## src/rtl/multicycle_ctrl_pkg.sv

```systemverilog
// Shared encodings for the multicycle ARM-subset sequencing controller:
// FSM states, instruction field codes and datapath select encodings.
package multicycle_ctrl_pkg;

  typedef enum logic [3:0] {
    S_FETCH  = 4'd0,
    S_DECODE = 4'd1,
    S_MEMADR = 4'd2,
    S_MEMRD  = 4'd3,
    S_MEMWB  = 4'd4,
    S_MEMWR  = 4'd5,
    S_EXECR  = 4'd6,
    S_EXECI  = 4'd7,
    S_ALUWB  = 4'd8,
    S_BRANCH = 4'd9
  } state_t;

  localparam logic [1:0] OP_DP  = 2'b00;
  localparam logic [1:0] OP_MEM = 2'b01;
  localparam logic [1:0] OP_BR  = 2'b10;
  localparam logic [1:0] OP_UND = 2'b11;

  localparam logic [3:0] CMD_ADD = 4'b0100;
  localparam logic [3:0] CMD_SUB = 4'b0010;
  localparam logic [3:0] CMD_AND = 4'b0000;
  localparam logic [3:0] CMD_ORR = 4'b1100;
  localparam logic [3:0] CMD_CMP = 4'b1010;

  localparam logic [1:0] ALU_ADD = 2'b00;
  localparam logic [1:0] ALU_SUB = 2'b01;
  localparam logic [1:0] ALU_AND = 2'b10;
  localparam logic [1:0] ALU_ORR = 2'b11;

  localparam logic [1:0] SRCA_RN     = 2'b00;
  localparam logic [1:0] SRCA_PC     = 2'b01;
  localparam logic [1:0] SRCA_ALUOUT = 2'b10;

  localparam logic [1:0] SRCB_RM   = 2'b00;
  localparam logic [1:0] SRCB_IMM  = 2'b01;
  localparam logic [1:0] SRCB_FOUR = 2'b10;

  localparam logic [1:0] RES_ALUOUT    = 2'b00;
  localparam logic [1:0] RES_DATA      = 2'b01;
  localparam logic [1:0] RES_ALURESULT = 2'b10;

  // CMP only updates flags, so it skips the ALU writeback state.
  function automatic logic is_cmp(input logic [3:0] cmd);
    return (cmd == CMD_CMP);
  endfunction

endpackage

```

## src/rtl/multicycle_ctrl_if.sv

```systemverilog
// Controller <-> datapath bundle. MULTICYCLE_MEM_WAIT_EN adds the mem_ready
// handshake from the shared memory.
interface multicycle_ctrl_if;

  logic [1:0] Op;
  logic [5:0] Funct;
  logic [3:0] Rd;
  logic       CondEx;
`ifdef MULTICYCLE_MEM_WAIT_EN
  logic       mem_ready;
`endif

  logic       PCWrite;
  logic       AdrSrc;
  logic       IRWrite;
  logic       RegWrite;
  logic       MemWrite;
  logic [1:0] ALUSrcA;
  logic [1:0] ALUSrcB;
  logic [1:0] ResultSrc;
  logic [1:0] ALUControl;
  logic [1:0] FlagW;
  logic [3:0] state;

`ifdef MULTICYCLE_MEM_WAIT_EN
  modport master (
    input  Op, Funct, Rd, CondEx, mem_ready,
    output PCWrite, AdrSrc, IRWrite, RegWrite, MemWrite,
    output ALUSrcA, ALUSrcB, ResultSrc, ALUControl, FlagW, state
  );

  modport slave (
    output Op, Funct, Rd, CondEx, mem_ready,
    input  PCWrite, AdrSrc, IRWrite, RegWrite, MemWrite,
    input  ALUSrcA, ALUSrcB, ResultSrc, ALUControl, FlagW, state
  );
`else
  modport master (
    input  Op, Funct, Rd, CondEx,
    output PCWrite, AdrSrc, IRWrite, RegWrite, MemWrite,
    output ALUSrcA, ALUSrcB, ResultSrc, ALUControl, FlagW, state
  );

  modport slave (
    output Op, Funct, Rd, CondEx,
    input  PCWrite, AdrSrc, IRWrite, RegWrite, MemWrite,
    input  ALUSrcA, ALUSrcB, ResultSrc, ALUControl, FlagW, state
  );
`endif

endinterface

```

## src/rtl/multicycle_ctrl_alu_dec.sv

```systemverilog
// ALU decoder: maps the data-processing cmd and S bit to an ALU operation
// and the raw (ungated) flag write enables.
module alu_dec
  import multicycle_ctrl_pkg::*;
(
  input  logic       i_alu_op,
  input  logic [4:0] i_funct,
  output logic [1:0] o_alu_control,
  output logic [1:0] o_flag_w_raw
);

  logic [3:0] w_cmd;
  logic       w_s;

  assign w_cmd = i_funct[4:1];
  assign w_s   = i_funct[0];

  // Command decode; unknown commands fall back to add with no flag update.
  always_comb begin
    o_alu_control = ALU_ADD;
    o_flag_w_raw  = 2'b00;
    if (i_alu_op) begin
      case (w_cmd)
        CMD_ADD: begin
          o_alu_control = ALU_ADD;
          o_flag_w_raw  = {w_s, w_s};
        end
        CMD_SUB: begin
          o_alu_control = ALU_SUB;
          o_flag_w_raw  = {w_s, w_s};
        end
        CMD_CMP: begin
          o_alu_control = ALU_SUB;
          o_flag_w_raw  = 2'b11;
        end
        CMD_AND: begin
          o_alu_control = ALU_AND;
          o_flag_w_raw  = {w_s, 1'b0};
        end
        CMD_ORR: begin
          o_alu_control = ALU_ORR;
          o_flag_w_raw  = {w_s, 1'b0};
        end
        default: begin
          o_alu_control = ALU_ADD;
          o_flag_w_raw  = 2'b00;
        end
      endcase
    end else begin
      o_alu_control = ALU_ADD;
      o_flag_w_raw  = 2'b00;
    end
  end

endmodule

```

## src/rtl/multicycle_ctrl.sv

```systemverilog
// Moore sequencing FSM for the multicycle core. Defining MULTICYCLE_MEM_WAIT_EN
// makes FETCH/MEMRD/MEMWR wait on mem_ready.
module multicycle_ctrl
  import multicycle_ctrl_pkg::*;
(
  input  logic                   clk,
  input  logic                   reset,
  multicycle_ctrl_if.master      bus
);

  state_t     r_state;
  state_t     w_next_state;
  logic       r_run;
  logic       w_ready;

  logic       w_next_pc;
  logic       w_ir_write;
  logic       w_reg_w;
  logic       w_mem_w;
  logic       w_branch;
  logic       w_alu_op;
  logic       w_adr_src;
  logic [1:0] w_src_a;
  logic [1:0] w_src_b;
  logic [1:0] w_res_src;
  logic [1:0] w_alu_control;
  logic [1:0] w_flag_w_raw;
  logic       w_rd_pc;

`ifdef MULTICYCLE_MEM_WAIT_EN
  assign w_ready = bus.mem_ready;
`else
  assign w_ready = 1'b1;
`endif

  // r_run holds the FSM in a strobe-free FETCH until the first edge after release.
  always_ff @(posedge clk or negedge reset) begin
    if (!reset) begin
      r_state <= S_FETCH;
      r_run   <= 1'b0;
    end else begin
      r_run   <= 1'b1;
      r_state <= r_run ? w_next_state : S_FETCH;
    end
  end

  // Next-state and raw per-state controls.
  always_comb begin
    w_next_state = S_FETCH;
    w_next_pc    = 1'b0;
    w_ir_write   = 1'b0;
    w_reg_w      = 1'b0;
    w_mem_w      = 1'b0;
    w_branch     = 1'b0;
    w_alu_op     = 1'b0;
    w_adr_src    = 1'b0;
    w_src_a      = SRCA_RN;
    w_src_b      = SRCB_RM;
    w_res_src    = RES_ALUOUT;
    case (r_state)
      S_FETCH: begin
        w_src_a   = SRCA_PC;
        w_src_b   = SRCB_FOUR;
        w_res_src = RES_ALURESULT;
        if (w_ready) begin
          w_ir_write   = 1'b1;
          w_next_pc    = 1'b1;
          w_next_state = S_DECODE;
        end else begin
          w_next_state = S_FETCH;
        end
      end
      S_DECODE: begin
        w_src_a   = SRCA_PC;
        w_src_b   = SRCB_FOUR;
        w_res_src = RES_ALURESULT;
        case (bus.Op)
          OP_DP:   w_next_state = bus.Funct[5] ? S_EXECI : S_EXECR;
          OP_MEM:  w_next_state = S_MEMADR;
          OP_BR:   w_next_state = S_BRANCH;
          default: w_next_state = S_FETCH;
        endcase
      end
      S_MEMADR: begin
        w_src_a      = SRCA_RN;
        w_src_b      = SRCB_IMM;
        w_next_state = bus.Funct[0] ? S_MEMRD : S_MEMWR;
      end
      S_MEMRD: begin
        w_adr_src    = 1'b1;
        w_next_state = w_ready ? S_MEMWB : S_MEMRD;
      end
      S_MEMWR: begin
        w_adr_src = 1'b1;
        if (w_ready) begin
          w_mem_w      = 1'b1;
          w_next_state = S_FETCH;
        end else begin
          w_next_state = S_MEMWR;
        end
      end
      S_MEMWB: begin
        w_res_src    = RES_DATA;
        w_reg_w      = 1'b1;
        w_next_state = S_FETCH;
      end
      S_EXECR: begin
        w_src_a      = SRCA_RN;
        w_src_b      = SRCB_RM;
        w_alu_op     = 1'b1;
        w_next_state = is_cmp(bus.Funct[4:1]) ? S_FETCH : S_ALUWB;
      end
      S_EXECI: begin
        w_src_a      = SRCA_RN;
        w_src_b      = SRCB_IMM;
        w_alu_op     = 1'b1;
        w_next_state = is_cmp(bus.Funct[4:1]) ? S_FETCH : S_ALUWB;
      end
      S_ALUWB: begin
        w_res_src    = RES_ALUOUT;
        w_reg_w      = 1'b1;
        w_next_state = S_FETCH;
      end
      S_BRANCH: begin
        w_src_a      = SRCA_ALUOUT;
        w_src_b      = SRCB_IMM;
        w_res_src    = RES_ALURESULT;
        w_branch     = 1'b1;
        w_next_state = S_FETCH;
      end
      default: begin
        w_next_state = S_FETCH;
      end
    endcase
  end

  alu_dec u_alu_dec (
    .i_alu_op      (w_alu_op),
    .i_funct       (bus.Funct[4:0]),
    .o_alu_control (w_alu_control),
    .o_flag_w_raw  (w_flag_w_raw)
  );

  assign w_rd_pc = (bus.Rd == 4'd15);

  // Architectural strobes are condition-gated and silenced until r_run is set.
  assign bus.PCWrite    = r_run & (w_next_pc | (w_branch & bus.CondEx) |
                                   (w_reg_w & bus.CondEx & w_rd_pc));
  assign bus.IRWrite    = r_run & w_ir_write;
  assign bus.RegWrite   = r_run & w_reg_w & bus.CondEx;
  assign bus.MemWrite   = r_run & w_mem_w & bus.CondEx;
  assign bus.FlagW      = (r_run & bus.CondEx) ? w_flag_w_raw : 2'b00;
  assign bus.AdrSrc     = w_adr_src;
  assign bus.ALUSrcA    = w_src_a;
  assign bus.ALUSrcB    = w_src_b;
  assign bus.ResultSrc  = w_res_src;
  assign bus.ALUControl = w_alu_control;
  assign bus.state      = r_state;

endmodule
```

## src/flat_wrapper.sv

```systemverilog
// flat-port wrapper written by rule: the top's interface ports become plain ports
module multicycle_ctrl_flat import multicycle_ctrl_pkg::*;
  (clk, reset, bus_Op, bus_Funct, bus_Rd, bus_CondEx, bus_PCWrite, bus_AdrSrc, bus_IRWrite, bus_RegWrite, bus_MemWrite, bus_ALUSrcA, bus_ALUSrcB, bus_ResultSrc, bus_ALUControl, bus_FlagW, bus_state);
  multicycle_ctrl_if bus_i ();
  input  logic clk;
  input  logic reset;
  input wire logic [$bits(bus_i.Op)-1:0] bus_Op;
  input wire logic [$bits(bus_i.Funct)-1:0] bus_Funct;
  input wire logic [$bits(bus_i.Rd)-1:0] bus_Rd;
  input wire logic [$bits(bus_i.CondEx)-1:0] bus_CondEx;
  output wire logic [$bits(bus_i.PCWrite)-1:0] bus_PCWrite;
  output wire logic [$bits(bus_i.AdrSrc)-1:0] bus_AdrSrc;
  output wire logic [$bits(bus_i.IRWrite)-1:0] bus_IRWrite;
  output wire logic [$bits(bus_i.RegWrite)-1:0] bus_RegWrite;
  output wire logic [$bits(bus_i.MemWrite)-1:0] bus_MemWrite;
  output wire logic [$bits(bus_i.ALUSrcA)-1:0] bus_ALUSrcA;
  output wire logic [$bits(bus_i.ALUSrcB)-1:0] bus_ALUSrcB;
  output wire logic [$bits(bus_i.ResultSrc)-1:0] bus_ResultSrc;
  output wire logic [$bits(bus_i.ALUControl)-1:0] bus_ALUControl;
  output wire logic [$bits(bus_i.FlagW)-1:0] bus_FlagW;
  output wire logic [$bits(bus_i.state)-1:0] bus_state;
  assign bus_i.Op = bus_Op;
  assign bus_i.Funct = bus_Funct;
  assign bus_i.Rd = bus_Rd;
  assign bus_i.CondEx = bus_CondEx;
  assign bus_PCWrite = bus_i.PCWrite;
  assign bus_AdrSrc = bus_i.AdrSrc;
  assign bus_IRWrite = bus_i.IRWrite;
  assign bus_RegWrite = bus_i.RegWrite;
  assign bus_MemWrite = bus_i.MemWrite;
  assign bus_ALUSrcA = bus_i.ALUSrcA;
  assign bus_ALUSrcB = bus_i.ALUSrcB;
  assign bus_ResultSrc = bus_i.ResultSrc;
  assign bus_ALUControl = bus_i.ALUControl;
  assign bus_FlagW = bus_i.FlagW;
  assign bus_state = bus_i.state;
  multicycle_ctrl u_core (.clk(clk), .reset(reset), .bus(bus_i));
endmodule
```

## config.mk

```make
export PLATFORM = sky130hd
export DESIGN_NAME = multicycle_ctrl_flat
export DESIGN_NICKNAME = d
export VERILOG_FILES = /design/src/rtl/multicycle_ctrl_pkg.sv /design/src/rtl/multicycle_ctrl_if.sv /design/src/rtl/multicycle_ctrl_alu_dec.sv /design/src/rtl/multicycle_ctrl.sv /design/src/flat_wrapper.sv
export SDC_FILE = /design/constraint.sdc
export NUM_CORES = 1
export LEC_CHECK = 0
export BUFFER_PORTS_ARGS = -buffer_cell sky130_fd_sc_hd__buf_2
export CORE_ASPECT_RATIO = 0.9
export CORE_MARGIN = 2
export CORE_UTILIZATION = 26
export CTS_CLUSTER_DIAMETER = 150
export DETAILED_ROUTE_END_ITERATION = 8
export PLACE_DENSITY = 0.59
export SLEW_MARGIN = 30
export SYNTH_ARGS = -nofsm -noshare
export SYNTH_HDL_FRONTEND = slang
export SYNTH_HIERARCHICAL = 1
export SYNTH_SLANG_ARGS = --single-unit
```

## constraint.sdc

```tcl
create_clock -name clk -period 3.35 [get_ports clk]
set_input_delay 0.67 -clock clk [delete_from_list [all_inputs] [get_ports clk]]
set_output_delay 0.67 -clock clk [all_outputs]
set_load 0.02 [all_outputs]
```

==> flow_metrics.env, run 1 <==
export IMPL_vias=612
export IMPL_max_stage_delay_ns=0.68
export IMPL_reg2regPathDepth=3
export IMPL_syn_area_per_cell_um2=7.829
export IMPL_layout_drive_gt1_share_pct=40.20
export IMPL_ys_ff_latch=5
export IMPL_cellLeakagePower_nw=0.3445
export IMPL_grt_max_degree=18
export IMPL_synth_edf_count=0
export IMPL_firstDrtPassIters=4
export IMPL_cts_buffer_depth=2
export IMPL_synth_top_area_cell="dfrtp_1"
export IMPL_cp_end_kind="output port"
export IMPL_cts_root_buf="clkbuf_4"
export IMPL_grt_pass1_wl_um=2325
export IMPL_syn_inst=70
export IMPL_totalPowerFinal_w=0.0002395
export IMPL_period_needed_ns=2.677
export IMPL_clkLatencyLatePin_ns=0.24
export IMPL_path_max_fanout=17
export IMPL_synth_fp_nets=85
export IMPL_crit_chain="and3b_1 -> nand2b_1 -> a2111oi_1 -> and3_1 -> buf_2"
export IMPL_io_pins=34
export IMPL_grt_setup_unrepaired="false"
export IMPL_rows=15
export IMPL_synth_top_area_share_pct=22.83
export IMPL_dpl_cell_count=123
export IMPL_grt_pass1_vias=527
export IMPL_grtUsageMet2_pct=17.50
export IMPL_cts_tree="done"
export IMPL_worst_ep_arrival_time_ns=2.01
export IMPL_use_met1_pct=18.68
export IMPL_start_util_pct=28.08
export IMPL_worstSetupStartpointType="register"
export IMPL_place_worst_setup_slack_ns=0.9289
export IMPL_cts_clk_slew_worst_paths_ns=0.04
export IMPL_synth_cell_type_count=31
export IMPL_slowest_stage="dfrtp_1"
export IMPL_die_area_um2=2492
export IMPL_timing_rr_end="u_core/bus.state[3]$_DFF_PN0_"
export IMPL_drtAntennaViolNets=0
export IMPL_vias_per_cell=4.819
export IMPL_post_cts_resized=0
export IMPL_synth_area_um2=548.0
export IMPL_timing_final_ws_setup_ns=0.6730
export IMPL_setup_viol=0
export IMPL_max_freq_mhz=373.6
export IMPL_path_buf_inv=1
export IMPL_place_gp_congestion=0.7380
export IMPL_antenna_found_initial=0
export IMPL_first_iter_violations=6
export IMPL_hold_buffers=0
export IMPL_final_util_pct=38.21
export IMPL_yosysMostFrequentCell="nor3_1"
export IMPL_core_um2=1952
export IMPL_ir_worst_vdd_v=0.0001352
export IMPL_reg2reg_setup_slack_ns=2.11
export IMPL_synthFlopType="dfrtp_1"
export IMPL_grt_usage_pct=12.53
export IMPL_yosys_warnings=6
export IMPL_busiest_layer="met1"
export IMPL_slew_viol_final=0
export IMPL_status="completed"
export IMPL_area_delta_synth_final_pct=36.07
export IMPL_post_dp_hpwl_um=1131
export IMPL_finalHoldViolations=0
export IMPL_grt_overflow=0
export IMPL_drc=0
export IMPL_numCtsBuffers=3
export IMPL_cts_htree_levels=1
export IMPL_seq_area_frac_synth_pct=22.83
export IMPL_io_buffers=33
export IMPL_skew_ns=0.001784
export IMPL_ys_top_cells_by_area="dfrtp_1 23%, nor3_1 6.4%, nand2b_1 5.7%"
export IMPL_cts_sinks=5
export IMPL_critPathKind="register to output port"
export IMPL_antenna_cells=0
export IMPL_reg2reg_from="u_core/bus.state[0]$_DFF_PN0_"
export IMPL_cp_top_family="flip-flops"
export IMPL_post_cts_buffers=0
export IMPL_tightest_slew_ns=0.5440
export IMPL_powerDensity_nw_per_um2=321.1
export IMPL_final_period_utilization_pct=79.91
export IMPL_min_path_type="input pin to async pin"
export IMPL_met3_usage_pct=1.875
export IMPL_ys_top_cells_by_count="7 x nor3_1, 6 x a21oi_1"
export IMPL_maxCapViolCount=0
export IMPL_cp_required_ns=2.68
export IMPL_synthArstFlopShare_pct=100.0
export IMPL_die_y_um=47.56
export IMPL_fin_cells=127
export IMPL_wire_per_inst_um=11.80
export IMPL_final_nets=118
export IMPL_die_w_um=52.40
export IMPL_final_setup_tns_ns=0
export IMPL_drt_total_wl_um=1498
export IMPL_maxSlewHeadroom_pct=63.74
[flip-flops by register name (all words and copies together) (netlist names)]
signal	count
u_core/bus.state	4
u_core/r_run	1
[power breakdown]
group / internal (W) / leakage [nW] / switching, W
clock: 0.0000449 / 0.0150 / 0.0000223
sequential: 0.0000648 / 0.0652 / 0.0000176
combinational: 0.0000379 / 0.264 / 0.0000520
total: 0.000148 / 0.345 / 0.0000919
[how the worst max path moves through the flow]
stage                     cells past startpoint           end                           from  slack (ns)
after floorplan                               5  bus_FlagW[1]  u_core/bus.state[2]$_DFF_PN0_        1.03
after global placement                        5  bus_FlagW[1]  u_core/bus.state[1]$_DFF_PN0_        1.01
after detailed placement                      5  bus_FlagW[1]  u_core/bus.state[1]$_DFF_PN0_        0.93
after CTS                                     5  bus_FlagW[1]  u_core/bus.state[1]$_DFF_PN0_        0.67
after global routing                          5  bus_FlagW[1]  u_core/bus.state[1]$_DFF_PN0_        0.50
final                                         5  bus_FlagW[1]  u_core/bus.state[1]$_DFF_PN0_        0.67
[layout by cell type (no fill, tap or decap), drive strengths merged]
cell	instances
a2111oi	2
nor4	1
nand3	1
xor2	1
o31ai	1
clkbuf	4
o21ai	4
a31oi	1
a21boi	1
and4	1
a32o	1
nand4b	1
nor2	5
nand3b	4
xnor2	1
inv	1
nor3	7
nor2b	1
a21oi	6
dfrtp	5
and3	2
nand4bb	1
nor3b	2
nand2b	7
nand2	5
buf	33
o22a	1
and3b	1
conb	1
[logic make-up after synthesis]
family                 after synthesis  synth area share, %
buffers and inverters                6                5.250
XOR/XNOR                             2                3.197
AO/OA/AOI/OAI                       17                23.52
other                                1               0.6843
flip-flops                           5                22.83
AND/OR/NAND/NOR                     39                44.52
[cell type report]
cell class | instances | area [um2]
Fill cell | 214 | 1206
Multi-Input combinational cell | 59 | 394.1
Timing Repair Buffer | 33 | 165.2
Sequential cell | 5 | 125.1
Tap cell | 25 | 31.28
Clock buffer | 4 | 26.28
Inverter | 1 | 3.754
[layer usage]
metal	up-vias	part of all wire [%]
met2	15	48
met3	0	5.7
met4	0	0
li1	319	-
met1	278	46
met5	-	0
[per-stage QoR]
| stage | area (um2) | hold WS, ns |
|---|---|---|
| detailed placement | 719.4 | 0.4891 |
| CTS | 745.7 | 0.2344 |
| global placement | 719.4 | 0.4891 |
| finish | 745.7 | 0.2373 |
| global route | 745.7 | 0.2326 |
| floorplan | 548.0 | 0.3744 |
Power figures use the tool's default switching activity.
==> run 2, diff against run 1 <==
PLACE_DENSITY = 0.61   (was 0.59)
clock period = 2.4 ns   (was 3.35 ns; I/O delays follow)
==> run 2 against run 1 <==
- cell count rose by 2.4%
- clock-buffer cell count unchanged
- wire length increased by 9.9%
- critical path depth unchanged
- combinational power grew 58%
- total power rose by 43%
- via count rose by 5.6%
- flip-flop and latch count stayed put
- register-to-register slack got worse by 1.0 ns
- critical endpoint unchanged
- highest routed layer unchanged
==> flow_metrics.env, run 2 (synthesis results as in run 1) <==
export IMPL_fin_cells=130
export IMPL_post_cts_buffers=0
export IMPL_path_max_fanout=6
export IMPL_slew_viol_final=0
export IMPL_place_gp_congestion=0.7493
export IMPL_pwr_share_comb_pct=41.4
export IMPL_numCtsBuffers=3
export IMPL_pwr_share_seq_pct=30.5
export IMPL_layout_drive_gt1_share_pct=41.90
export IMPL_grt_pass1_wl_um=2573
export IMPL_grt_usage_pct=13.89
export IMPL_place_area_um2=742.0
export IMPL_worst_ep_arrival_time_ns=1.68
export IMPL_p_sw_w=0.0001330
export IMPL_max_freq_mhz=462.7
export IMPL_drtAntennaViolNets=0
export IMPL_min_path_type="input pin to async pin"
export IMPL_final_nets=121
export IMPL_worstSetupStartpointType="register"
export IMPL_netSwitchingFraction_pct=38.73
export IMPL_critPathKind="register to output port"
export IMPL_tightest_slew_ns=0.5375
export IMPL_cts_sinks=5
export IMPL_finalInstanceArea_um2=768.2
export IMPL_io_buffers=33
export IMPL_core_um2=1952
export IMPL_largest_reg_flops=4
export IMPL_area_delta_synth_final_pct=40.18
export IMPL_first_iter_violations=9
export IMPL_cts_root_buf="clkbuf_4"
export IMPL_firstDrtPassIters=4
export IMPL_rows=15
export IMPL_finalHoldViolations=0
export IMPL_cts_tree="done"
export IMPL_final_common_cell="buf_2"
export IMPL_grt_pass1_vias=590
export IMPL_dpl_cell_count=126
export IMPL_post_dp_hpwl_um=1239
export IMPL_final_util_pct=39.36
export IMPL_cellLeakagePower_nw=0.3607
export IMPL_final_cell_mix="33 x buf_2, 7 x nor3_1, 6 x a21oi_1"
export IMPL_grt_max_degree=17
export IMPL_internal_power_w=0.0002104
export IMPL_skew_ns=0.002538
export IMPL_maxSlewHeadroom_pct=64.16
export IMPL_die_area_um2=2492
export IMPL_timing_final_ws_setup_ns=0.2390
export IMPL_status="completed"
export IMPL_place_worst_setup_slack_ns=0.4408
export IMPL_vias=646
export IMPL_die_w_um=52.40
export IMPL_wire_per_inst_um=12.67
export IMPL_final_setup_tns_ns=0
export IMPL_post_cts_resized=0
export IMPL_ir_worst_vdd_v=0.0002573
export IMPL_period_needed_ns=2.161
export IMPL_io_pins=34
export IMPL_cts_buffer_depth=2
export IMPL_drc=0
export IMPL_clkLatencyLatePin_ns=0.24
export IMPL_hold_buffers=0
export IMPL_maxCapViolCount=0
export IMPL_setup_viol=0
export IMPL_cts_htree_levels=1
export IMPL_cp_required_ns=1.92
export IMPL_cp_end_kind="output port"
export IMPL_vias_per_cell=4.969
export IMPL_antenna_found_initial=0
export IMPL_fillers=222
export IMPL_final_period_utilization_pct=90.04
export IMPL_antenna_cells=0
export IMPL_cts_clk_slew_worst_paths_ns=0.04
export IMPL_powerDensity_nw_per_um2=446.9
export IMPL_die_y_um=47.56
export IMPL_grt_setup_unrepaired="false"
export IMPL_grt_overflow=0
export IMPL_drt_total_wl_um=1647
export IMPL_start_util_pct=28.08
export IMPL_power_frac_clock_pct=28.0
[run 2: per-layer routing]
metal | track usage (%) | routed length [um] | vias to the layer above
met5 | 0 | 0 | -
met4 | 6.154 | 0 | 0
met3 | 1.250 | 114 | 0
met2 | 21.25 | 733 | 23
met1 | 20.11 | 799 | 293
li1 | - | - | 330
[run 2: power by group through the flow]
stage / logic (W) / clock network [W] / registers, W
3_5_place_dp: 0.000142 / 0 / 0.000106
2_1_floorplan: 0.0000883 / 0 / 0.000108
3_3_place_gp: 0.000140 / 0 / 0.000105
6_report: 0.000142 / 0.0000963 / 0.000105
4_1_cts: 0.000143 / 0.000102 / 0.000104
5_1_grt: 0.000156 / 0.000105 / 0.000107
[run 2: through the flow]
stage | total power [W] | hold WS (ns)
6_report | 0.0003433 | 0.04428
3_3_place_gp | 0.0002453 | 0.2990
2_1_floorplan | 0.0001960 | 0.1844
3_5_place_dp | 0.0002475 | 0.2982
4_1_cts | 0.0003491 | 0.03735
5_1_grt | 0.0003672 | 0.04088
[run 2: layout make-up]
class / instances / area, um2 / share of cell area [%]
repair buffers: 36 / 187.7 / 24.43
inverters: 1 / 3.754 / 0.4886
flip-flops and latches: 5 / 125.1 / 16.29
well taps: 25 / 31.28 / 4.072
clock buffers: 4 / 26.28 / 3.420
multi-input cells: 59 / 394.1 / 51.30
[run 2: final timing paths]
kind	to	cells past startpoint	start	slack (ns)
max	bus_FlagW[1]	5	u_core/bus.state[2]$_DFF_PN0_	0.24
min	u_core/bus.state[3]$_DFF_PN0_	1	reset	0.04
max reg2reg	u_core/bus.state[3]$_DFF_PN0_	3	u_core/bus.state[0]$_DFF_PN0_	1.11
min reg2reg	u_core/bus.state[3]$_DFF_PN0_	2	u_core/r_run$_DFF_PN0_	0.64
max in group asynchronous	u_core/r_run$_DFF_PN0_	1	reset	2.23
min in group clk	u_core/bus.state[0]$_DFF_PN0_	3	bus_Funct[5]	0.54
[run 2: critical path: stages (launching register included)]
cell,delay [ns]
dfrtp_1,0.41
and3b_1,0.21
nand2b_1,0.12
a2111oi_1,0.36
and3_1,0.20
buf_2,0.15
